$ cat config.mk
export PLATFORM = sky130hd
export DESIGN_NAME = j1_io_responder_flat
export DESIGN_NICKNAME = d
export VERILOG_FILES = /design/src/rtl/j1_io_responder_if.sv /design/src/rtl/j1_io_responder.sv /design/src/flat_wrapper.sv
export SDC_FILE = /design/constraint.sdc
export NUM_CORES = 1
export LEC_CHECK = 0
export CORE_UTILIZATION = 43
export CTS_CLUSTER_SIZE = 28
export DETAILED_ROUTE_END_ITERATION = 6
export GPL_ROUTABILITY_DRIVEN = 1
export HOLD_SLACK_MARGIN = 0.15
export MAX_ROUTING_LAYER = met4
export PLACE_DENSITY = 0.8
export SLEW_MARGIN = 0
export SYNTH_ARGS = -nofsm -noshare
export SYNTH_HDL_FRONTEND = slang
export SYNTH_SLANG_ARGS = --single-unit
$ cat constraint.sdc
create_clock -name clock -period 2.48 [get_ports clock]
set_input_delay 0.248 -clock clock [delete_from_list [all_inputs] [get_ports clock]]
set_output_delay 0.248 -clock clock [all_outputs]
set_load 0.01 [all_outputs]
$ cat src/rtl/j1_io_responder_if.sv
`default_nettype none
// +--------------------------------------------------------------------------+
// | Module   : j1_io_responder_if                                            |
// | Purpose  : J1 core IO bus plus TX byte stream, bundled for the responder |
// | Revision : 1.0  initial release                                          |
// +--------------------------------------------------------------------------+
interface j1_io_responder_if #(
  parameter int WIDTH = 16
);
  logic [15:0]      memory_address;
  logic             io_write_enable;
  logic [WIDTH-1:0] data_out;
  logic [WIDTH-1:0] io_data_in;
  logic [7:0]       leds;
  logic             tx_valid;
  logic [7:0]       tx_data;
  logic             tx_ready;

  // Core plus downstream serializer side
  modport master (
    output memory_address, io_write_enable, data_out, tx_ready,
    input  io_data_in, leds, tx_valid, tx_data
  );

  // Responder side
  modport slave (
    input  memory_address, io_write_enable, data_out, tx_ready,
    output io_data_in, leds, tx_valid, tx_data
  );
endinterface
`default_nettype wire

$ cat src/rtl/j1_io_responder.sv
`default_nettype none
// +--------------------------------------------------------------------------+
// | Module   : j1_io_responder                                               |
// | Purpose  : Memory-mapped IO block for the J1 core: LED register, TX byte  |
// |            FIFO with sticky overflow status, optional tick counter.      |
// |            Define J1_IO_TICK_EN to build the tick counter at 0x3000.     |
// | Revision : 1.0  initial release                                          |
// +--------------------------------------------------------------------------+
module j1_io_responder #(
  parameter int WIDTH      = 16,
  parameter int FIFO_DEPTH = 4
) (
  input logic              clock,
  input logic              active_low_reset,
  j1_io_responder_if.slave bus
);

  localparam int PTR_W = (FIFO_DEPTH > 1) ? $clog2(FIFO_DEPTH) : 1;
  localparam int CNT_W = PTR_W + 1;

  localparam logic [15:0] ADDR_LED    = 16'h1000;
  localparam logic [15:0] ADDR_TXDATA = 16'h2000;
  localparam logic [15:0] ADDR_TXSTAT = 16'h2001;
  localparam logic [15:0] ADDR_TICK   = 16'h3000;

  logic [7:0]       fifo_mem [FIFO_DEPTH];
  logic [PTR_W-1:0] wr_ptr;
  logic [PTR_W-1:0] rd_ptr;
  logic [CNT_W-1:0] count;
  logic             overflow;
  logic [7:0]       leds_q;
  logic [WIDTH-1:0] rd_data_q;

  logic             fifo_empty;
  logic             fifo_full;
  logic             do_pop;
  logic             push_req;
  logic             push_accept;
  logic             ovf_set;
  logic             ovf_clr;
  logic             led_we;
  logic [WIDTH-1:0] status_word;
  logic [WIDTH-1:0] tick_value;
  logic [WIDTH-1:0] rd_mux;

  assign fifo_empty  = (count == '0);
  assign fifo_full   = (count == CNT_W'(FIFO_DEPTH));
  assign do_pop      = !fifo_empty && bus.tx_ready;
  assign push_req    = bus.io_write_enable && (bus.memory_address == ADDR_TXDATA);
  // A full FIFO still takes a push when the head leaves at the same edge
  assign push_accept = push_req && (!fifo_full || do_pop);
  assign ovf_set     = push_req && !push_accept;
  assign ovf_clr     = bus.io_write_enable && (bus.memory_address == ADDR_TXSTAT);
  assign led_we      = bus.io_write_enable && (bus.memory_address == ADDR_LED);

`ifdef J1_IO_TICK_EN
  logic             tick_we;
  logic [WIDTH-1:0] tick_count;
  assign tick_we = bus.io_write_enable && (bus.memory_address == ADDR_TICK);

  // Free-running tick counter; a write loads it and counting resumes from there
  always_ff @(posedge clock or negedge active_low_reset) begin
    if (!active_low_reset) begin
      tick_count <= '0;
    end else if (tick_we) begin
      tick_count <= bus.data_out;
    end else begin
      tick_count <= tick_count + WIDTH'(1);
    end
  end
  assign tick_value = tick_count;
`else
  assign tick_value = '0;
`endif

  // Status word: not-full, empty, sticky overflow, occupancy in bits 7:3
  always_comb begin
    status_word      = '0;
    status_word[0]   = !fifo_full;
    status_word[1]   = fifo_empty;
    status_word[2]   = overflow;
    status_word[7:3] = 5'(count);
  end

  // Read select from pre-edge state; TX data reads back as zero
  always_comb begin
    rd_mux = '0;
    case (bus.memory_address)
      ADDR_LED:    rd_mux = WIDTH'(leds_q);
      ADDR_TXSTAT: rd_mux = status_word;
      ADDR_TICK:   rd_mux = tick_value;
      default:     rd_mux = '0;
    endcase
  end

  // FIFO storage needs no reset: the head is masked while empty
  always_ff @(posedge clock) begin
    if (push_accept) begin
      fifo_mem[wr_ptr] <= bus.data_out[7:0];
    end
  end

  // FIFO pointers, occupancy and sticky overflow (set beats clear)
  always_ff @(posedge clock or negedge active_low_reset) begin
    if (!active_low_reset) begin
      wr_ptr   <= '0;
      rd_ptr   <= '0;
      count    <= '0;
      overflow <= 1'b0;
    end else begin
      if (push_accept) wr_ptr <= wr_ptr + PTR_W'(1);
      if (do_pop)      rd_ptr <= rd_ptr + PTR_W'(1);
      case ({push_accept, do_pop})
        2'b10:   count <= count + CNT_W'(1);
        2'b01:   count <= count - CNT_W'(1);
        default: count <= count;
      endcase
      if (ovf_set) begin
        overflow <= 1'b1;
      end else if (ovf_clr) begin
        overflow <= 1'b0;
      end
    end
  end

  // LED register and registered read data
  always_ff @(posedge clock or negedge active_low_reset) begin
    if (!active_low_reset) begin
      leds_q    <= 8'h00;
      rd_data_q <= '0;
    end else begin
      if (led_we) leds_q <= bus.data_out[7:0];
      rd_data_q <= rd_mux;
    end
  end

  assign bus.io_data_in = rd_data_q;
  assign bus.leds       = leds_q;
  assign bus.tx_valid   = !fifo_empty;
  assign bus.tx_data    = fifo_empty ? 8'h00 : fifo_mem[rd_ptr];

endmodule
`default_nettype wire

$ cat src/flat_wrapper.sv
// flat-port wrapper written by rule: the top's interface ports become plain ports
module j1_io_responder_flat 
#(
  parameter int WIDTH      = 16,
  parameter int FIFO_DEPTH = 4
)
  (clock, active_low_reset, bus_memory_address, bus_io_write_enable, bus_data_out, bus_tx_ready, bus_io_data_in, bus_leds, bus_tx_valid, bus_tx_data);
  j1_io_responder_if #(.WIDTH(WIDTH)) bus_i ();
  input logic clock;
  input logic active_low_reset;
  input wire logic [$bits(bus_i.memory_address)-1:0] bus_memory_address;
  input wire logic [$bits(bus_i.io_write_enable)-1:0] bus_io_write_enable;
  input wire logic [$bits(bus_i.data_out)-1:0] bus_data_out;
  input wire logic [$bits(bus_i.tx_ready)-1:0] bus_tx_ready;
  output wire logic [$bits(bus_i.io_data_in)-1:0] bus_io_data_in;
  output wire logic [$bits(bus_i.leds)-1:0] bus_leds;
  output wire logic [$bits(bus_i.tx_valid)-1:0] bus_tx_valid;
  output wire logic [$bits(bus_i.tx_data)-1:0] bus_tx_data;
  assign bus_i.memory_address = bus_memory_address;
  assign bus_i.io_write_enable = bus_io_write_enable;
  assign bus_i.data_out = bus_data_out;
  assign bus_i.tx_ready = bus_tx_ready;
  assign bus_io_data_in = bus_i.io_data_in;
  assign bus_leds = bus_i.leds;
  assign bus_tx_valid = bus_i.tx_valid;
  assign bus_tx_data = bus_i.tx_data;
  j1_io_responder #(.WIDTH(WIDTH), .FIFO_DEPTH(FIFO_DEPTH)) u_core (.clock(clock), .active_low_reset(active_low_reset), .bus(bus_i));
endmodule
# After elaboration in Yosys (flattened, before gate mapping)
# Memories as Yosys holds them, arrays and structs flattened.
# Cells that the tools add are included.
[totals]
register_bits = 24
mem_bits_rw = 32
mem_count = 1
[mem_list]
columns = ["memory", "depth", "word_bits", "read_ports", "rd_clocked_by_memory_dff", "wr", "line", "source"]
rows = [
  ["u_core.fifo_mem", 4, 8, 1, 0, 1, "j1_io_responder.sv:26", "logic [7:0] fifo_mem [FIFO_DEPTH];"],
]
[classes]
n_addsub = 4
n_eq_ne = 6
n_mux = 7
reduce_logical = 13
[ops]
columns = ["operator", "count"]
rows = [
  ["$eq 16x14->1 const B", 2],
  ["$eq 16x13->1 const B", 1],
  ["$pmux 8 s2", 1],
  ["$mux 8", 1],
  ["$logic_and 1x1->1", 6],
  ["$pmux 3 s2", 1],
  ["$add 2x1->2 const B", 2],
  ["$mux 1", 4],
  ["$reduce_bool 2->1", 2],
  ["$add 3x1->3 const B", 1],
  ["$eq 3x3->1 const B", 1],
  ["$logic_not 1->1", 3],
  ["$logic_not 3->1", 1],
  ["$sub 3x1->3 const B", 1],
  ["$eq 2x1->1 const B", 1],
  ["$eq 2x2->1 const B", 1],
  ["$logic_or 1x1->1", 1],
]

# Logic depth before layout (Yosys ltp)
[logic_depth]
depth_word = 8
ltp_mapped = 9
ltp_nobuf = 9

# Worst setup path before layout
# OpenSTA, ideal clock, no wires.
[synth_timing]
kind = "input to register"
startpoint = "in bus_memory_address[4]"
endpoint = "reg u_core.count[2]"
setup_ns = 0.073
arrival_ns = 2.258
required_ns = 2.407
slack_ns = 0.149
path_stages = 9
n_path_buf = 0
cell_sequence = "nor4_2 nand4_1 nor2_1 nor2_1 fa_1 or2_2 a211o_1 o21ai_0 nand4b_1"
[synth_between]
elab_chain_cells = 5
word_cells_on_any_way = 7
[synth_rtl]
columns = ["item", "line", "source"]
rows = [
  ["from (decl)", "flat_wrapper.sv:11", "input wire logic [$bits(bus_i.memory_address)-1:0] bus_memory_address;"],
  ["$eq 16x14->1 *", "j1_io_responder.sv:49", "assign push_req = bus.io_write_enable && (bus.memory_address == ADDR_TXDATA);"],
  ["$logic_and 1x1->1 *", "j1_io_responder.sv:49", ""],
  ["$logic_and 1x1->1 *", "j1_io_responder.sv:51", "assign push_accept = push_req && (!fifo_full || do_pop);"],
  ["$eq 2x1->1 or $eq 2x2->1 (tied branches)", "j1_io_responder.sv:113", "case ({push_accept, do_pop})"],
  ["$pmux 3 s2 or $reduce_bool 2->1 (tied branches)", "--", ""],
  ["to (signal assigned)", "j1_io_responder.sv:114", "2'b10: count <= count + CNT_W'(1);"],
  ["to (signal assigned)", "j1_io_responder.sv:115", "2'b01: count <= count - CNT_W'(1);"],
  ["to (signal assigned)", "j1_io_responder.sv:116", "default: count <= count;"],
  ["to (decl)", "j1_io_responder.sv:29", "logic [CNT_W-1:0] count;"],
]
# Every way passes the cells marked *; elsewhere a longest branch is shown, timed or not.
# A chain may end at the register's enable or synchronous reset.

# Worst setup path in the final report
# Ends and elaborated chain as after synthesis.

==> metrics <==
Post-route DRC=0; Synth Flop Type=edfxtp_1; Boundary Pins=between 60 and 70; post-route ant nets=0; fin. max-slew vios=0; clk sinks=between 50 and 60; Gate Count Post-Synth=175; Max Cap Viol=0; crit start category=input port; placed cell area=3337 sq um; die area=about 6300 sq um; HP Class=in -> async; PD cells=727.5 nW/um^2; Required @ worst endpoint=2.66 ns; # hold bufs at CTS=0; starting density of the core=0.4569; DP HPWL=3680 um; sw frac=0.2961; FF-to-FF path depth=7; area grow syn2layout=33.69%; flop2flop setup slack=between 0.3 and 0.4 ns; Mapped Area=2562 sq um; clock tree buffer depth=2; CTS tree=built; Gate power share=0.367; Final Cell Area=3426 sq um; Mean Syn Cell Area=14.64 sq um; grt ovf=0; CTS clk-pin slew, worst paths=0.09 ns; CP arrival=2.44 ns; number of flops mapped to enable cells by yosys=32; reg2reg start=u_core.count[1]$_DFFE_PN0P_; Pre-antenna DRT Iters=4; Clock power frac=0.194; Die Height=approximately 79 um; ys async rst share=0.4286; number of port buffers=52; largest net degree at the start of global routing=25; setup bufs post-CTS=0; total core area=around 5600 sq um; Seq/Total Area, Yosys=0.6094; endpoints failing hold=0; DR vias=1,667; leak pwr=1.321 nW; number of global-route vias before repair=1,711; final WL=5054 um; Worst Skew=0.005578 ns; count of final setup violators=0; CTS Root Cell=clkbuf_8; ratio of cells with drive above 1 in the final layout=0.2112; switching pwr=0.7380 mW; CP endpoint kind=flip-flop; R2R Path End=u_core.count[2]$_DFFE_PN0P_; register share of total power=0.440; FF+latch count, synth=between 50 and 60; Die Wd=79.20 um; TritonCTS Buffers=5; Max VDD drop=0.4075 mV; unrepaired setup endpoints after global routing=false; worst-path maximum fanout=4; final worst setup slack=0.2215 ns; gp weighted congestion=0.8174; min Tclk post-route=2.259 ns; Nets=slightly below 300; Hold WS=a little under 0.3 ns; wire per inst=roughly 16 um; Synth Warn #=0; first-pass GRT wire length=between 8000 and 9000 um; Core Rows=27; First DRT Iteration DRCs=107; internal power=1.754 mW; antenna fix cells=0; initial antenna violation count=0; # resized after CTS=0; Tcrit/Tclk final=0.9107; status=completed; crit path kind=in -> reg; worst-skew pair later-pin latency=0.31 ns; routed vias/inst=5.161; distinct cell type count after synthesis=just over 40; Filler cells=458; Placement Setup Slack=-0.09176 ns; FMAX=442.8 MHz; Global Route Usage Sum=0.1914; H-tree depth=2
[final cells by class]
type                    count  area (sq um)  share of cell area
well taps                  72         90.09             0.02630
clock buffers               6         72.57             0.02118
multi-input cells         107         923.4              0.2695
flip-flops and latches     56          1562              0.4558
inverters                   5         18.77            0.005478
repair buffers             75         743.2              0.2169
clock inverters             2         16.27            0.004748
[flip-flops by register name, summed over array words and instances (netlist names)]
name	cells
u_core.rd_ptr	2
u_core.wr_ptr	2
u_core.bus.io_data_in	8
u_core.fifo_mem	32
u_core.count	3
u_core.overflow	1
u_core.bus.leds	8
[synth_stat cells, types with 2 or more instances]
library cell,count,area share
edfxtp_1,32,0.37
dfrtp_1,24,0.23
nor2b_1,11,0.027
mux2_2,9,0.040
buf_4,8,0.023
mux4_2,8,0.070
nand2_1,8,0.012
a22o_1,6,0.021
and2_1,6,0.015
nor2_1,6,0.0088
inv_1,5,0.0073
clkbuf_1,4,0.0059
ha_1,4,0.020
nor3_1,4,0.0078
a211o_1,3,0.010
nand3_1,3,0.0059
nor4_1,3,0.0073
xnor2_1,3,0.010
buf_2,2,0.0039
nand3b_1,2,0.0059
nor4_2,2,0.0098
o211ai_1,2,0.0059
or4_1,2,0.0059
[routing by layer]
| layer | vias up | global-route usage | part of all wire |
|---|---|---|---|
| met5 | - | - | 0 |
| met2 | 63 | 0.3276 | 0.51 |
| met1 | 805 | 0.2308 | 0.42 |
| met3 | 5 | 0.03333 | 0.051 |
| met4 | 0 | 0.06000 | 0.015 |
| li1 | 794 | - | - |
[kinds of logic after synthesis]
group                    after synthesis  share of synthesized area
flip-flops                            56                     0.6094
AND/OR/NAND/NOR                       56                     0.1416
buffers and inverters                 19                    0.04053
AO/OA/AOI/OAI                         18                    0.05957
multiplexers                          17                     0.1099
adder cells (fa/ha/maj)                5                    0.02734
XOR/XNOR                               3                    0.01026
other                                  1                   0.001463
[cell usage in the layout, fill, tap and decap left out, drive strengths merged, types with 2 or more instances in the layout]
cell,synthesis,final
edfxtp,32,32
inv,5,5
nor2b,11,11
nor3,4,4
nor2,6,6
xnor2,3,3
o211ai,2,2
mux4,8,8
or4,2,2
nor4b,2,2
nand2,8,8
nand3b,2,2
and2,6,6
clkdlybuf4s50,0,52
ha,4,4
nor4,6,6
a22o,6,6
mux2,9,9
nand3,3,3
a211o,3,3
conb,1,8
dfrtp,24,24
buf,10,23
clkbuf,4,6
[how the worst max path moves through the flow]
stage | slack, ns | start | depth (start not counted) | to
final | 0.22 | bus_memory_address[4] | 10 | u_core.count[2]$_DFFE_PN0P_
after CTS | 0.21 | u_core.rd_ptr[0]$_DFFE_PN0P_ | 4 | bus_tx_data[7]
after detailed placement | -0.09 | bus_memory_address[1] | 10 | u_core.count[2]$_DFFE_PN0P_
after global placement | -0.02 | bus_memory_address[1] | 10 | u_core.count[2]$_DFFE_PN0P_
after global routing | 0.01 | bus_memory_address[4] | 10 | u_core.count[2]$_DFFE_PN0P_
after floorplan | 0.15 | bus_memory_address[4] | 9 | u_core.count[2]$_DFFE_PN0P_
[power by group through the flow]
| stage | Sequential (mW) | Combinational, mW | Clock [mW] |
|---|---|---|---|
| 2_1_floorplan | 1.06 | 0.577 | 0 |
| 3_3_place_gp | 1.12 | 0.893 | 0 |
| 3_5_place_dp | 1.12 | 0.920 | 0 |
| 4_1_cts | 1.10 | 0.922 | 0.500 |
| 5_1_grt | 1.11 | 1.01 | 0.535 |
| 6_report | 1.10 | 0.914 | 0.483 |
[metrics by stage]
| stage | TNS (ns) | power (mW) | util | instances |
|---|---|---|---|---|
| final | 0 | 2.492 | 0.6109 | 323 |
| after global routing | 0 | 2.653 | 0.6109 | 323 |
| after CTS | 0 | 2.521 | 0.6109 | 323 |
| after detailed placement | -0.09176 | 2.040 | 0.5950 | 315 |
| after global placement | -0.01646 | 2.010 | 0.5950 | 315 |
| after floorplan | 0 | 1.642 | - | 182 |
[worst max-delay path: stages]
cell and delay [ns]:
clkdlybuf4s50_1 0.41, nor4_2 0.30, nand4_1 0.17, nor2_1 0.17
nor2_1 0.08, fa_1 0.38, buf_4 0.15, and3_1 0.17
a221oi_1 0.22, nand4b_1 0.13
(Power assumes the default switching activity.)
